===== src/rtl/reg_dump_pkg.sv =====
// Shared constants and FSM state type for the OTTER register-file dump engine.
package reg_dump_pkg;

  localparam int unsigned NUM_REGS       = 32;
  localparam int unsigned ADDR_W         = 5;
  localparam int unsigned DATA_W         = 32;
  localparam int unsigned BYTES_PER_WORD = DATA_W / 8;

  typedef enum logic [1:0] {
    S_IDLE = 2'd0,
    S_LOAD = 2'd1,
    S_SEND = 2'd2,
    S_FIN  = 2'd3
  } state_e;

endpackage


===== src/rtl/reg_dump_word_serializer.sv =====
// Latches one register word and presents it MSB byte first; advances one byte
// per accepted handshake and flags the final byte of the word.
module word_serializer #(
  parameter int unsigned DATA_W = 32
) (
  input  logic              clk_i,
  input  logic              rst_ni,
  input  logic              load_i,
  input  logic [DATA_W-1:0] word_i,
  input  logic              ack_i,
  output logic [7:0]        byte_o,
  output logic              last_o
);

  localparam int unsigned NBYTES = DATA_W / 8;
  localparam int unsigned CNT_W  = (NBYTES > 1) ? $clog2(NBYTES) : 1;

  logic [DATA_W-1:0] word_q, word_d;
  logic [CNT_W-1:0]  cnt_q, cnt_d;

  assign byte_o = word_q[DATA_W-1 -: 8];
  assign last_o = (cnt_q == CNT_W'(NBYTES - 1));

  // The final byte is not shifted out, so the word stays put until the next load.
  always_comb begin
    word_d = word_q;
    cnt_d  = cnt_q;
    if (load_i) begin
      word_d = word_i;
      cnt_d  = '0;
    end else if (ack_i && !last_o) begin
      word_d = word_q << 8;
      cnt_d  = cnt_q + 1'b1;
    end
  end

  always_ff @(posedge clk_i) begin
    if (!rst_ni) begin
      word_q <= '0;
      cnt_q  <= '0;
    end else begin
      word_q <= word_d;
      cnt_q  <= cnt_d;
    end
  end

endmodule


===== src/rtl/reg_dump.sv =====
// Walks every architectural register through one combinational read port and
// streams each word out MSB byte first over a valid/ready byte interface.
module reg_dump #(
  parameter int unsigned NUM_REGS = reg_dump_pkg::NUM_REGS,
  parameter int unsigned ADDR_W   = reg_dump_pkg::ADDR_W,
  parameter int unsigned DATA_W   = reg_dump_pkg::DATA_W
) (
  input  logic              CLK,
  input  logic              RST_N,
  input  logic              START,
  output logic              BUSY,
  output logic              DONE,
  output logic [ADDR_W-1:0] RF_ADDR,
  input  logic [DATA_W-1:0] RF_DATA,
  output logic [7:0]        TX_DATA,
  output logic              TX_VALID,
  input  logic              TX_READY
);

  import reg_dump_pkg::*;

  state_e            state_q, state_d;
  logic [ADDR_W-1:0] idx_q, idx_d;
  logic              load;
  logic              ack;
  logic              last_byte;

  assign TX_VALID = (state_q == S_SEND);
  assign ack      = TX_VALID && TX_READY;
  assign BUSY     = (state_q != S_IDLE);
  assign DONE     = (state_q == S_FIN);
  assign RF_ADDR  = (state_q == S_IDLE) ? '0 : idx_q;

  always_comb begin
    state_d = state_q;
    idx_d   = idx_q;
    load    = 1'b0;
    unique case (state_q)
      S_IDLE: begin
        if (START) begin
          state_d = S_LOAD;
          idx_d   = '0;
        end
      end
      S_LOAD: begin
        load    = 1'b1;
        state_d = S_SEND;
      end
      S_SEND: begin
        if (ack && last_byte) begin
          if (idx_q == ADDR_W'(NUM_REGS - 1)) begin
            state_d = S_FIN;
          end else begin
            idx_d   = idx_q + 1'b1;
            state_d = S_LOAD;
          end
        end
      end
      S_FIN: begin
        state_d = S_IDLE;
      end
      default: state_d = S_IDLE;
    endcase
  end

  always_ff @(posedge CLK) begin
    if (!RST_N) begin
      state_q <= S_IDLE;
      idx_q   <= '0;
    end else begin
      state_q <= state_d;
      idx_q   <= idx_d;
    end
  end

  word_serializer #(
    .DATA_W (DATA_W)
  ) u_ser (
    .clk_i  (CLK),
    .rst_ni (RST_N),
    .load_i (load),
    .word_i (RF_DATA),
    .ack_i  (ack),
    .byte_o (TX_DATA),
    .last_o (last_byte)
  );

endmodule


===== config.mk =====
export PLATFORM = sky130hd
export DESIGN_NAME = reg_dump
export DESIGN_NICKNAME = d
export VERILOG_FILES = /design/src/rtl/reg_dump_pkg.sv /design/src/rtl/reg_dump_word_serializer.sv /design/src/rtl/reg_dump.sv
export SDC_FILE = /design/constraint.sdc
export NUM_CORES = 1
export LEC_CHECK = 0
export CAP_MARGIN = 20
export CORE_ASPECT_RATIO = 0.9
export CORE_UTILIZATION = 45
export DETAILED_ROUTE_END_ITERATION = 8
export PLACE_DENSITY = 0.75
export SYNTH_ARGS = -nofsm -noshare
export SYNTH_HDL_FRONTEND = slang
export SYNTH_HIERARCHICAL = 1
export SYNTH_SLANG_ARGS = --single-unit

===== constraint.sdc =====
create_clock -name CLK -period 4.3 [get_ports CLK]
set_input_delay 0.645 -clock CLK [delete_from_list [all_inputs] [get_ports CLK]]
set_output_delay 0.645 -clock CLK [all_outputs]
set_load 0.05 [all_outputs]

Yosys cells after proc, flatten, opt, wreduce, memory -nomap -nowiden
Cells that the tools add are included.
- add/subtract/negate cells: 2
- multiply operators: 0
- div/mod/pow operators: 0
- $lt $le $gt $ge: 0
- equal/unequal tests: 8
- shift-type cells: 0
- multiplexer cells: 12
- bitwise gates (word level): 1
- reductions and logical operators: 11
- operators by type and width (operator ; count):
    $mux W32 ; 2
    $mux W5 ; 4
    $pmux W5 S2 ; 1
    $pmux W2 S4 ; 1
    $eq A2 B2 Y1 const B ; 3
    $mux W2 ; 3
    $reduce_bool A2 Y1 ; 3
    $add A5 B1 Y5 const B ; 1
    $eq A5 B5 Y1 const B ; 1
    $ne A2 B2 Y1 const B ; 2
    $reduce_and A4 Y1 ; 1
    $logic_and A1 B1 Y1 ; 3
    $add A2 B1 Y2 const B ; 1
    $eq A2 B1 Y1 const B ; 1
    $logic_not A2 Y1 ; 1
    $ne A2 B1 Y1 const B ; 1
    $reduce_and A2 Y1 ; 1
    $reduce_or A2 Y1 ; 1
    $logic_not A1 Y1 ; 1
    $mux W1 ; 1
    $not A1 Y1 ; 1
- register bits: 41
- latch bits: 0
- memory bits (writable): 0
- memory bits (read-only): 0
- input bits: 36
- output and inout bits: 16
- word-level logic and storage cells: 38
- memories kept: 0

Depth between registers and ports, before layout
Gate-level depths: netlist (run 1).
- depth in word-level cells: 5
- depth in mapped cells: 8
- mapped depth without buffers: 6

Hierarchy
Netlist (run 1), hierarchy kept.
- by module, submodules not included (module ; instances ; cells an instance ; area each (um^2) ; sequential area each (um^2)):
    word_serializer ; 1 ; 189 ; 1516.5 ; 680.7
    reg_dump ; 1 ; 50 ; 431.7 ; 140.1

Least setup slack after synthesis (run 1)
OpenSTA, ideal clock, no wires.
- kind: register to output
- start point: reg state_q[1]
- end point: out RF_ADDR[0]
- arrival: 1.238 ns
- required time: 3.655 ns
- setup slack: 2.417 ns
- cell stages (with the launch flop): 3
- path buffers: 0
- path through: dfxtp_1 > nor2_1 > nor2b_1
- cells in the longest elaborated chain, start to end: 2
- ends and longest elaborated chain (item ; RTL line ; RTL):
    from (decl) ; reg_dump.sv:22 ; state_e state_q, state_d;
    from (signal assigned) ; reg_dump.sv:71 ; state_q <= state_d;
    $logic_not A2 Y1 ; reg_dump.sv:32 ; assign RF_ADDR = (state_q == S_IDLE) ? '0 : idx_q;
    $mux W5 ; reg_dump.sv:32 ;
    to (decl) ; reg_dump.sv:13 ; output logic [ADDR_W-1:0] RF_ADDR,
Every way passes these cells.

Worst setup path after layout (run 1)
- start point: reg state_q[1]
- end point: out TX_VALID
- cells in the longest elaborated chain, start to end: 1
- ends and longest elaborated chain (item ; RTL line ; RTL):
    $eq A2 B2 Y1 ; reg_dump.sv:28 ; assign TX_VALID = (state_q == S_SEND);
    to (decl) ; reg_dump.sv:16 ; output logic TX_VALID,
Every way passes these cells.

==> results of run 1 <==
-- worst reg2reg max path, stage by stage (launching register included) --
cell and delay (ps):
sky130_fd_sc_hd__dfxtp_1 480, sky130_fd_sc_hd__nor2b_1 450, sky130_fd_sc_hd__and2_1 220, sky130_fd_sc_hd__and2b_1 700, sky130_fd_sc_hd__nand2_1 160, sky130_fd_sc_hd__a31oi_1 190
-- synth_stat cells (all sizes together) (3+ instances only) --
library cell   n
dfxtp         41
a31oi         25
clkbuf         5
ha             3
o21ai         25
nand3         12
a21boi         8
buf           22
inv            3
nand2         61
nor2b          8
-- metal layers --
layer / GRT usage / wire length (um) / vias to the layer above
li1: - / - / 884
met1: 0.270 / 2040 / 729
met2: 0.287 / 1830 / 41
met3: 0.0591 / 226 / 0
met4: 0.0450 / 0 / 0
met5: 0 / 0 / -
-- logic make-up after synthesis --
family | after synthesis
xor gates and xnor gates | 1
adders and majority gates | 3
AOI/OAI and AO/OA | 67
buffers and inverters | 30
and+or+nand+nor | 97
DFF | 41
-- final timing paths --
path                                startpoint                       endpoint  slack, ps  depth (start not counted)
setup / recovery       state_q[1]$_SDFFE_PN0P_                       TX_VALID       1540                          2
hold reg to reg   u_ser/word_q[4]$_SDFFE_PN0P_   u_ser/word_q[4]$_SDFFE_PN0P_        470                          2
hold / removal    u_ser/word_q[4]$_SDFFE_PN0P_   u_ser/word_q[4]$_SDFFE_PN0P_        470                          2
setup reg to reg       state_q[1]$_SDFFE_PN0P_  u_ser/word_q[18]$_SDFFE_PN0P_       2040                          5
-- state kept, by name, summed over array words and instances, names as in the netlist --
| register | count |
|---|---|
| state_q | 2 |
| u_ser/word_q | 32 |
| u_ser/cnt_q | 2 |
| idx_q | 5 |
-- stage by stage --
step	instances	power [uW]
2_1_floorplan	239	527
3_3_place_gp	312	568
4_1_cts	321	932
5_1_grt	321	967
6_report	321	925
3_5_place_dp	313	571
-- layout by cell type (no fill, tap or decap), types with 3 or more instances in the layout --
master / Yosys / routed
sky130_fd_sc_hd__a21boi_1: 5 / 5
sky130_fd_sc_hd__clkbuf_8: 0 / 5
sky130_fd_sc_hd__o21ai_1: 6 / 6
sky130_fd_sc_hd__nand2_1: 61 / 61
sky130_fd_sc_hd__nor2b_1: 8 / 8
sky130_fd_sc_hd__ha_1: 3 / 3
sky130_fd_sc_hd__dfxtp_1: 41 / 41
sky130_fd_sc_hd__a21boi_0: 3 / 3
sky130_fd_sc_hd__a31oi_1: 25 / 25
sky130_fd_sc_hd__clkdlybuf4s50_1: 0 / 51
sky130_fd_sc_hd__o21ai_0: 19 / 19
sky130_fd_sc_hd__nand3_1: 12 / 12
-- power by group --
part           leakage, uW  total [uW]  switching (uW)  internal, uW
registers         0.000335         418            14.1           404
logic             0.000502         145            80.4          64.5
clock network    0.0000681         363             132           231
-- area by class of cell --
cell class	instances	area, um2
Inverter	3	13.8
Tap cell	48	60.1
Clock inverter	3	65.1
Clock buffer	5	68.8
Multi-Input combinational cell	168	908
Sequential cell	41	821
Fill cell	379	1630
Timing Repair Buffer	53	533
==> results.txt, run 1 <==
The length of the first detailed-routing pass in iterations is 6. The critical path data required time is 3650 ps. For this design, the slowest cell found on the critical path is sky130_fd_sc_hd__clkdlybuf4s50_1. The area of the die came out at 4600 um2.

The max capacitance violation total came out at 0. The net count after synthesis is 278. The cell area after placement is 2340 um2. The global-route congestion overflow total came out at 0. The final net count is 311.

Summed over all layers, the routed wires come to 4.09 mm. The worst-case headroom to the max-slew limit is 0.423. For the pin with the worst max-slew slack, the measured transition is 866 ps.

The synthesis-to-layout area growth came out at 26.8%. The largest stage delay on the critical path came out at 890 ps. The number of port buffers is 51.

The portion of the post-synthesis area used by sequential elements came out at 0.421. The adder-cell share of the synthesized area is 0.0193. From bottom edge to top edge, the die measures 64.4 um.

After synthesis, the cell types taking the most area are sky130_fd_sc_hd__dfxtp_1 42%, sky130_fd_sc_hd__nand2_1 12%, sky130_fd_sc_hd__a31oi_1 8.0%. By startpoint and endpoint, the worst setup path is classified as flop to output port. The area share of the largest cell type after synthesis came out at 0.421. By area, the combinational part of the netlist is dominated by simple AND/OR/NAND/NOR gates. The run finished, with violations left. Setup total negative slack on the finished layout was measured at 0 ps. Setup repair after global routing left no endpoint under its margin. The most used flip-flop cell after synthesis is sky130_fd_sc_hd__dfxtp_1. The final max-slew violation count came out at 0. TritonCTS built the clock tree. The total setup buffers inserted after CTS came out at 0. The row count came out at 22.

The finished cells cover 2470 um2. The worst setup path is launched from a flop. The antenna diode count is 0.

The power per cell area is 375 nW/um2. The number of clock buffers inserted by TritonCTS is 5. The warning count from the yosys run is 6.

The placement-stage worst setup slack is 1830 ps. The setup violation total in the final timing report is 0. The post-CTS resize count came out at 0. The core area came out at 4100 um2.

The maximum clock rate came out at 362 MHz. Of all cell types, the one taking the most synthesized area is sky130_fd_sc_hd__dfxtp_1. The width of the die came out at 71.4 um. The detailed router's first-iteration violation count is 93. The checks that failed: design-rule violations. The total I/O pin count came out at 52. In this run the static leakage power is 0.000905 uW.

The average wire per standard cell came out at 12.8 um. The final worst setup slack came out at 1540 ps. The hold violation count in the final report is 0. The post-route fraction of the period consumed by the critical path came out at 0.642. Once detail routing completed, the nets flagged for antenna violations numbered 0. The clock network latency to the later pin of the worst-skew pair is 290 ps. The number of enable flip-flop cells after synthesis came out at 0. The clock drives 41 sinks. The worst-case hold slack came out at 469 ps. The post-route DRC violation count is 3. The maximum level of the CTS H-tree came out at 2. The number of antenna violations at the first check in global routing came out at 0.

The via count of the first global-routing pass is 1467. The clock transition at the register clock pins on the worst setup and hold paths after CTS is 80 ps. The basic-gate share of the synthesized area counting and, or, nand and nor cells is 0.233. The final setup skew came out at 3.49 ps. The HPWL after detailed placement is 2.73 mm. At the worst endpoint, the arrival time is 2120 ps.

Measured against the total synthesized area, the mux share comes to 0. The worst path needs 2760 ps of the cycle, external delays included. The synthesized netlist occupies a cell area of 1950 um2. The total global routing track utilization is 0.192.

Across the VDD grid, the largest voltage drop is 0.181 mV. The global-route wire length before repair came out at 6.93 mm. After detailed routing, the number of vias per cell comes to 5.15. Among cell families on the critical path, the largest total delay comes from buffers and inverters.

At the end of routability-driven placement, the weighted congestion stood at 0.796. The largest buffer count on any clock path came out at 2. Entering global routing, the biggest net connects 58 pins. The number of buffers inserted for hold repair after clock tree synthesis came out at 0. Yosys mapped the design onto 36 distinct sky130hd cell types.

Of all flip-flops after synthesis, the portion carrying an async set or reset was 0. Clock tree synthesis selected as its root buffer the cell sky130_fd_sc_hd__clkbuf_8. In this run, synthesis produced a sequential element count of 41. The maximum net fanout on the critical path is 9.

STA classifies the critical path endpoint as an output port. The synthesized-area fraction occupied by ao, oa, aoi and oai cells is 0.209. In the final layout, the share of cells above drive strength 1 is 0.0440. The post-synthesis area per instance is 8.15 um2. Across all layers, the routed design uses 1654 vias.

The signal on the critical path passes through nor2b_1 > clkdlybuf4s50_1. Counting both buffers and inverters, the worst setup path holds a total of 1. The class of the tightest hold or removal check is flop to flop.

The initial core utilization is 0.475. The synthesized netlist cell count came out at 239. The final core area utilization came out at 0.602.

Of the total synthesized cell area, the portion taken by XOR and XNOR cells is 0.00450.
No activity file was read; power rests on OpenSTA's default activity.
==> inputs of run 2 (changes only) <==
- clock period: 4.3 -> 2.6 ns (I/O delays scaled with it)
==> run 2 against run 1 <==
Utilization shrank 0.95 points. Critical path depth is the same. Sequential power grew 65%. Clock skew grew 1.4 ps. Design area shrank 1.6%. Worst setup slack lost 1300 ps. Worst hold slack lost 8.0 ps. The flow still finishes with violations (design-rule violations). Non-clock buffer count grew 3. Count of clock-buffer cells in the layout grew 3. Flip-flop and latch count is the same.
==> results.txt, run 2 (same netlist as run 1, synthesis figures left out) <==
The flow ran to the end, but the final reports show violations. The checks that failed: design-rule violations. Clock tree synthesis inserted a total of 5 buffers.

No sink is reached through more buffers than the 2 on the longest clock path. The length of the first detailed-routing pass in iterations came out at 6. The leakage power figure came out at 0.000887 uW.

The hold violation count in the final report came out at 0. The antenna violation net count after detailed routing is 0. The class of the tightest hold or removal check is flop to flop. After detailed routing, the average wire length per cell comes to 12.6 um. Setup repair after global routing left no endpoint under its margin. The number of cells on the worst hold path came out at 2.

Setup total negative slack on the finished layout was measured at 0 ps. The maximum clock rate came out at 420 MHz. Summed over all layers, the routed wires come to 4.08 mm. The detailed router finished its first iteration with 136 violations. After detailed routing, the number of remaining DRC violations is 3. STA classifies the critical path startpoint as a flop. The max capacitance violation total is 0. The measured slew at the worst slew-check pin came out at 504 ps. The width of the die is 71.4 um. The worst setup path is captured at an output port.

The setup violation total in the final timing report is 0. The antenna diode count is 0. The die span in y came out at 64.4 um. Clock skew on the completed layout was measured at 4.90 ps. Leaving out fill and tap cells, the most frequent cell in the layout is sky130_fd_sc_hd__nand2_1.

The register with the most flip-flops in the layout has 32 of them. The via count of the first global-routing pass came to 1522. At the end of routability-driven placement, the weighted congestion stood at 0.950. The worst-case hold slack is 461 ps.

Post-CTS repair changed the size of 0 cells. The area of the die is 4600 um2. The largest stage delay on the critical path is 880 ps. The final core area utilization came out at 0.593. Summing all non-filler instances in the final layout gives an area of 2430 um2. The final worst setup slack is 217 ps. The row count came out at 22. The number of port buffers is 51. The post-route fraction of the period consumed by the critical path is 0.916. The power per cell area came out at 546 nW/um2.

Subtracting the final worst setup slack from the clock period gives 2380 ps. The synthesis-to-layout area growth came out at 24.8%. The number of buffers inserted for hold repair after clock tree synthesis is 0. The cell area after placement came out at 2350 um2.

The core area came out at 4100 um2. The share of post-route cells with drive strength above 1 came out at 0.0435. The total number of vias came out at 1696. The most flop-heavy register is u_ser/word_q.

The number of cell instances on the worst register-to-register path is 6. The maximum net fanout on the critical path came out at 9. The number of antenna violations at the first check in global routing came to 0.

The worst-case headroom to the max-slew limit is 0.663. For this design, the sink count on the clock tree is 41. The final layout contains 314 nets.

The slowest stage of the critical path belongs to the cell sky130_fd_sc_hd__clkdlybuf4s50_1. The largest registers in the layout are u_ser/word_q (32), idx_q (5). The final max-slew violation count came to 0.

The clock network latency to the later pin of the worst-skew pair came out at 290 ps. The total setup buffers inserted after CTS is 0. The post-detailed-route via-to-cell ratio is 5.23.

52 I/O pins were placed. The critical path data arrival time is 1990 ps. The total global routing track utilization came out at 0.193.

The clock tree from TritonCTS is built. The top cell types in the final layout, fill and taps aside, are 61 x sky130_fd_sc_hd__nand2_1, 51 x sky130_fd_sc_hd__clkdlybuf4s50_1, 41 x sky130_fd_sc_hd__dfxtp_1. Clock tree synthesis selected as its root buffer the cell sky130_fd_sc_hd__clkbuf_8. The global-route wire length before repair is 6.94 mm.

The placement-stage worst setup slack came out at 544 ps. The worst voltage drop across the vdd grid came out at 0.433 mV. The H-tree was split into 2 levels.

The maximum number of pins on one net before global-route repair came out at 58. The critical path is of the flop to output port type. The initial core utilization is 0.475. The critical path goes through nor2b_1 > clkdlybuf4s50_1. Clock-pin slew was measured on the worst setup and hold paths at 80 ps.

The critical path data required time is 2210 ps. Summed over all nets, the half-perimeter wirelength after detailed placement is 2.80 mm. For this run the aggregate overflow at the end of global routing stands at 0.
[run 2: cell count changes in the layout (fill, tap and decap cells not counted)]
cell                        before  now
sky130_fd_sc_hd__clkbuf_1        0    3
sky130_fd_sc_hd__clkinv_2        1    0
sky130_fd_sc_hd__bufinv_16       2    0
sky130_fd_sc_hd__buf_8           1    0
sky130_fd_sc_hd__buf_4           1    5
[run 2: worst paths after layout]
kind         slack, ps                            end                        start
max reg2reg        750  u_ser/word_q[30]$_SDFFE_PN0P_      state_q[1]$_SDFFE_PN0P_
min reg2reg        460    u_ser/cnt_q[1]$_SDFFE_PP0P_  u_ser/cnt_q[1]$_SDFFE_PP0P_
min                460    u_ser/cnt_q[1]$_SDFFE_PP0P_  u_ser/cnt_q[1]$_SDFFE_PP0P_
max                220                       TX_VALID      state_q[1]$_SDFFE_PN0P_
[run 2: layout make-up]
cell class,instances,area (um2)
fill,383,1670
multi-input combinational,168,908
sequential,41,821
timing repair buffer,56,548
clock buffer,8,80.1
tap,48,60.1
inverter,3,13.8
[run 2: metrics by stage]
stage | total power, uW | std cells
global route | 1390 | 324
detailed placement | 946 | 316
CTS | 1340 | 324
global placement | 943 | 316
finish | 1330 | 324
floorplan | 872 | 239
[run 2: per-layer routing]
layer  vias up  wire length (um)  GRT usage
met5         -                 0          0
met4         0                30     0.0750
met3         2               245     0.0607
met2        45              1720      0.279
met1       755              2080      0.268
li1        894                 -          -
[run 2: power breakdown]
part | total, uW | switching [uW] | leakage, uW | internal, uW
clock network | 395 | 204 | 0.0000395 | 191
registers | 690 | 22.7 | 0.000335 | 668
logic | 241 | 133 | 0.000513 | 108
total | 1330 | 360 | 0.000887 | 967
[run 2: critical path: cells and delay by family (launching register included)]
kind / cells / cell delay [ps]
buffers and inverters: 1 / 880
flip-flops: 1 / 450
AND/OR/NAND/NOR: 1 / 380
==> inputs of run 3 (changes only) <==
- CELL_PAD_IN_SITES_DETAIL_PLACEMENT: default -> 0
- CELL_PAD_IN_SITES_GLOBAL_PLACEMENT: default -> 1
- CORE_UTILIZATION: 45 -> 35
- PLACE_DENSITY: 0.75 -> default
- PLACE_DENSITY_LB_ADDON: default -> 0.1
- SKIP_LAST_GASP: default -> 1
==> run 3 against run 2 <==
The run now ends clean. Worst hold slack better by 2.1 ps. Combinational power hardly changed. Via count is 0.47% higher. Clock skew up 1.9 ps. Register-to-register slack gained 50 ps. Routed wire length up 4.8%. Cell count grew 5.9%. Count of clock-buffer cells in the layout is 1 lower. Design area is 2.5% higher. Total power increased by 10%. Largest power group unchanged.
==> results.txt, run 3 (same netlist as run 1, synthesis figures left out) <==
The detailed router's first-iteration violation count came out at 85. The critical path data required time is 2210 ps. In the layout the commonest cells are 61 x sky130_fd_sc_hd__nand2_1, 51 x sky130_fd_sc_hd__clkdlybuf4s50_1, 41 x sky130_fd_sc_hd__dfxtp_1. The critical path data arrival time came out at 1920 ps. The post-CTS resize count is 0.

The worst setup path is captured at an output port. The maximum net fanout on the critical path came out at 9. The most flop-heavy register is u_ser/word_q. The slowest stage of the critical path belongs to the cell sky130_fd_sc_hd__clkdlybuf4s50_1. The initial core utilization came out at 0.366. The largest buffer count on any clock path is 2. The final setup skew came out at 6.79 ps. The number of cells on the worst hold path came out at 2.

The core area came out at 5320 um2. The average wire per standard cell came out at 12.5 um. The run finished with clean final reports. Dividing the final minimum period by the clock period gives 0.890. The width of the die is 80.6 um. The length of the first detailed-routing pass in iterations is 4. The row count came out at 25. The clock network latency to the later pin of the worst-skew pair came out at 290 ps. The number of port buffers is 51. Clock tree synthesis inserted a total of 5 buffers. The synthesis-to-layout area growth came out at 27.9%. The global-route wire length before repair is 7.13 mm. The class of the tightest hold or removal check is flop to flop.

The leakage power figure is 0.000908 uW. In this design, the largest share of critical-path delay is due to buffers and inverters. The number of cell instances on the worst register-to-register path came out at 6. Setup repair after global routing left no endpoint under its margin. The cell area after placement is 2370 um2. The global placement routability congestion came out at 0.775. The maximum number of pins on one net before global-route repair is 58. The logic depth of the worst path, buffers included came out at 3.

Traced cell by cell, the critical path runs through nor2b_1 > buf_4 > clkdlybuf4s50_1. The buffering stage count on the worst path with inverters included is 2. For this run, the total global-route usage over all layers was measured as 0.157. The register area is 821 um2.

The setup violation total in the final timing report came out at 0. The global-route congestion overflow total came out at 0. The antenna violation net count after detailed routing is 0.

In the final layout, the multi-input gates occupy 908 um2. The worst setup path is of the flop to output port kind. The die covers 5870 um2. The final max-slew violation count came out at 0.

The wire length after detailed routing is 4.27 mm. The number of flip-flops in the largest register came out at 32. Leaving out fill and tap cells, the most frequent cell in the layout is sky130_fd_sc_hd__nand2_1. In this run, post-CTS hold repair placed 0 buffers. The post-route cell area came out at 2490 um2. The hold violation count in the final report came out at 0.

The via count of the first global-routing pass is 1557. The total I/O pin count came out at 52. The final-layout setup total negative slack came out at 0 ps. Clock tree synthesis selected as its root buffer the cell sky130_fd_sc_hd__clkbuf_8.

The worst-case headroom to the max-slew limit came out at 0.666. In this run the power density over the cells is 586 nW/um2. In the routed layout, each cell is associated on average with a via count of 4.97. The endpoint identified for the worst register-to-register timing path is idx_q[1]$_SDFFE_PN0P_. The total number of vias came out at 1704.

The total number of clock tree sinks is 41. The tool flagged a number of max-cap violations equal to 0. The fill cell instance count of the final layout is 573. The minimum period implied by the final worst setup slack came out at 2310 ps. The register-to-register setup slack came out at 800 ps. The worst voltage drop across the vdd grid is 0.313 mV. The maximum level of the CTS H-tree is 2. The clock transition at the register clock pins on the worst setup and hold paths after CTS came out at 70 ps. The largest stage delay on the critical path is 800 ps. After the last flow step, the layout net total stands at 314. The post-DP HPWL came out at 2.84 mm. The worst hold path begins at u_ser/cnt_q[1]$_SDFFE_PP0P_. STA classifies the critical path startpoint as a flop. Derived from the worst setup path, the maximum achievable clock frequency is 432 MHz. TritonCTS built the clock tree. The share of post-route cells with drive strength above 1 is 0.0507. The largest registers in the layout are u_ser/word_q (32), idx_q (5). The die span in y came out at 72.8 um. The origin of the critical flop-to-flop path is idx_q[0]$_SDFFE_PN0P_. The number of antenna diodes in the final layout is 0. The hold-critical path endpoint is u_ser/cnt_q[1]$_SDFFE_PP0P_. The total setup buffers inserted after CTS is 0.

For the pin with the worst max-slew slack, the measured transition is 499 ps. The number of antenna violations at the first check in global routing is 0. In the routed design, unresolved DRC markers number 0.
==> run 3: changes by cell type in the layout (fill, tap and decap cells not counted), sizes merged <==
cell    change
bufinv      +1
clkbuf      -1
==> run 3: area by class of cell <==
cell class | instances | share of cell area
Inverter | 3 | 0.00552
Clock buffer | 7 | 0.0347
Tap cell | 67 | 0.0337
Timing Repair Buffer | 56 | 0.220
Clock inverter | 1 | 0.0121
Sequential cell | 41 | 0.329
Multi-Input combinational cell | 168 | 0.365
==> run 3: metal layers <==
layer | track usage | vias up | share of wire | wire length (um)
met5 | 0 | - | 0 | 0
met4 | 0.0595 | 0 | 0.012 | 51
met3 | 0.0363 | 4 | 0.047 | 201
met2 | 0.238 | 35 | 0.42 | 1790
met1 | 0.216 | 773 | 0.52 | 2230
li1 | - | 892 | - | -
==> run 3: stage by stage <==
step           utilization  total power (uW)  instances  worst slack [ps]  hold slack (ps)
6_report             0.468              1460        343               287              463
5_1_grt              0.468              1530        343               153              493
4_1_cts              0.468              1480        343               271              465
3_5_place_dp         0.447               950        335               593              454
3_3_place_gp         0.447               950        335               564              450
2_1_floorplan            -               872        239               957              437
==> run 3: worst reg2reg max path, cell delays in order, from the launching register on <==
cell	delay, ps
sky130_fd_sc_hd__dfxtp_1	360
sky130_fd_sc_hd__ha_1	240
sky130_fd_sc_hd__and3_1	200
sky130_fd_sc_hd__ha_1	200
sky130_fd_sc_hd__nand4b_2	230
sky130_fd_sc_hd__a21o_1	220
sky130_fd_sc_hd__a32o_1	250
==> run 3: worst max-delay path by stage <==
stage,start,slack (ps),endpoint
2_1_floorplan,idx_q[0]$_SDFFE_PN0P_,960,idx_q[1]$_SDFFE_PN0P_
3_3_place_gp,state_q[1]$_SDFFE_PN0P_,560,TX_VALID
3_5_place_dp,state_q[1]$_SDFFE_PN0P_,590,TX_VALID
4_1_cts,state_q[1]$_SDFFE_PN0P_,270,TX_VALID
5_1_grt,state_q[1]$_SDFFE_PN0P_,150,TX_VALID
6_report,state_q[1]$_SDFFE_PN0P_,290,TX_VALID
==> run 3: report_power, final <==
group          total [uW]  internal, uW  switching (uW)
clock                 526           313             212
combinational         242           108             133
sequential            691           667            23.9
total                1460          1090             370
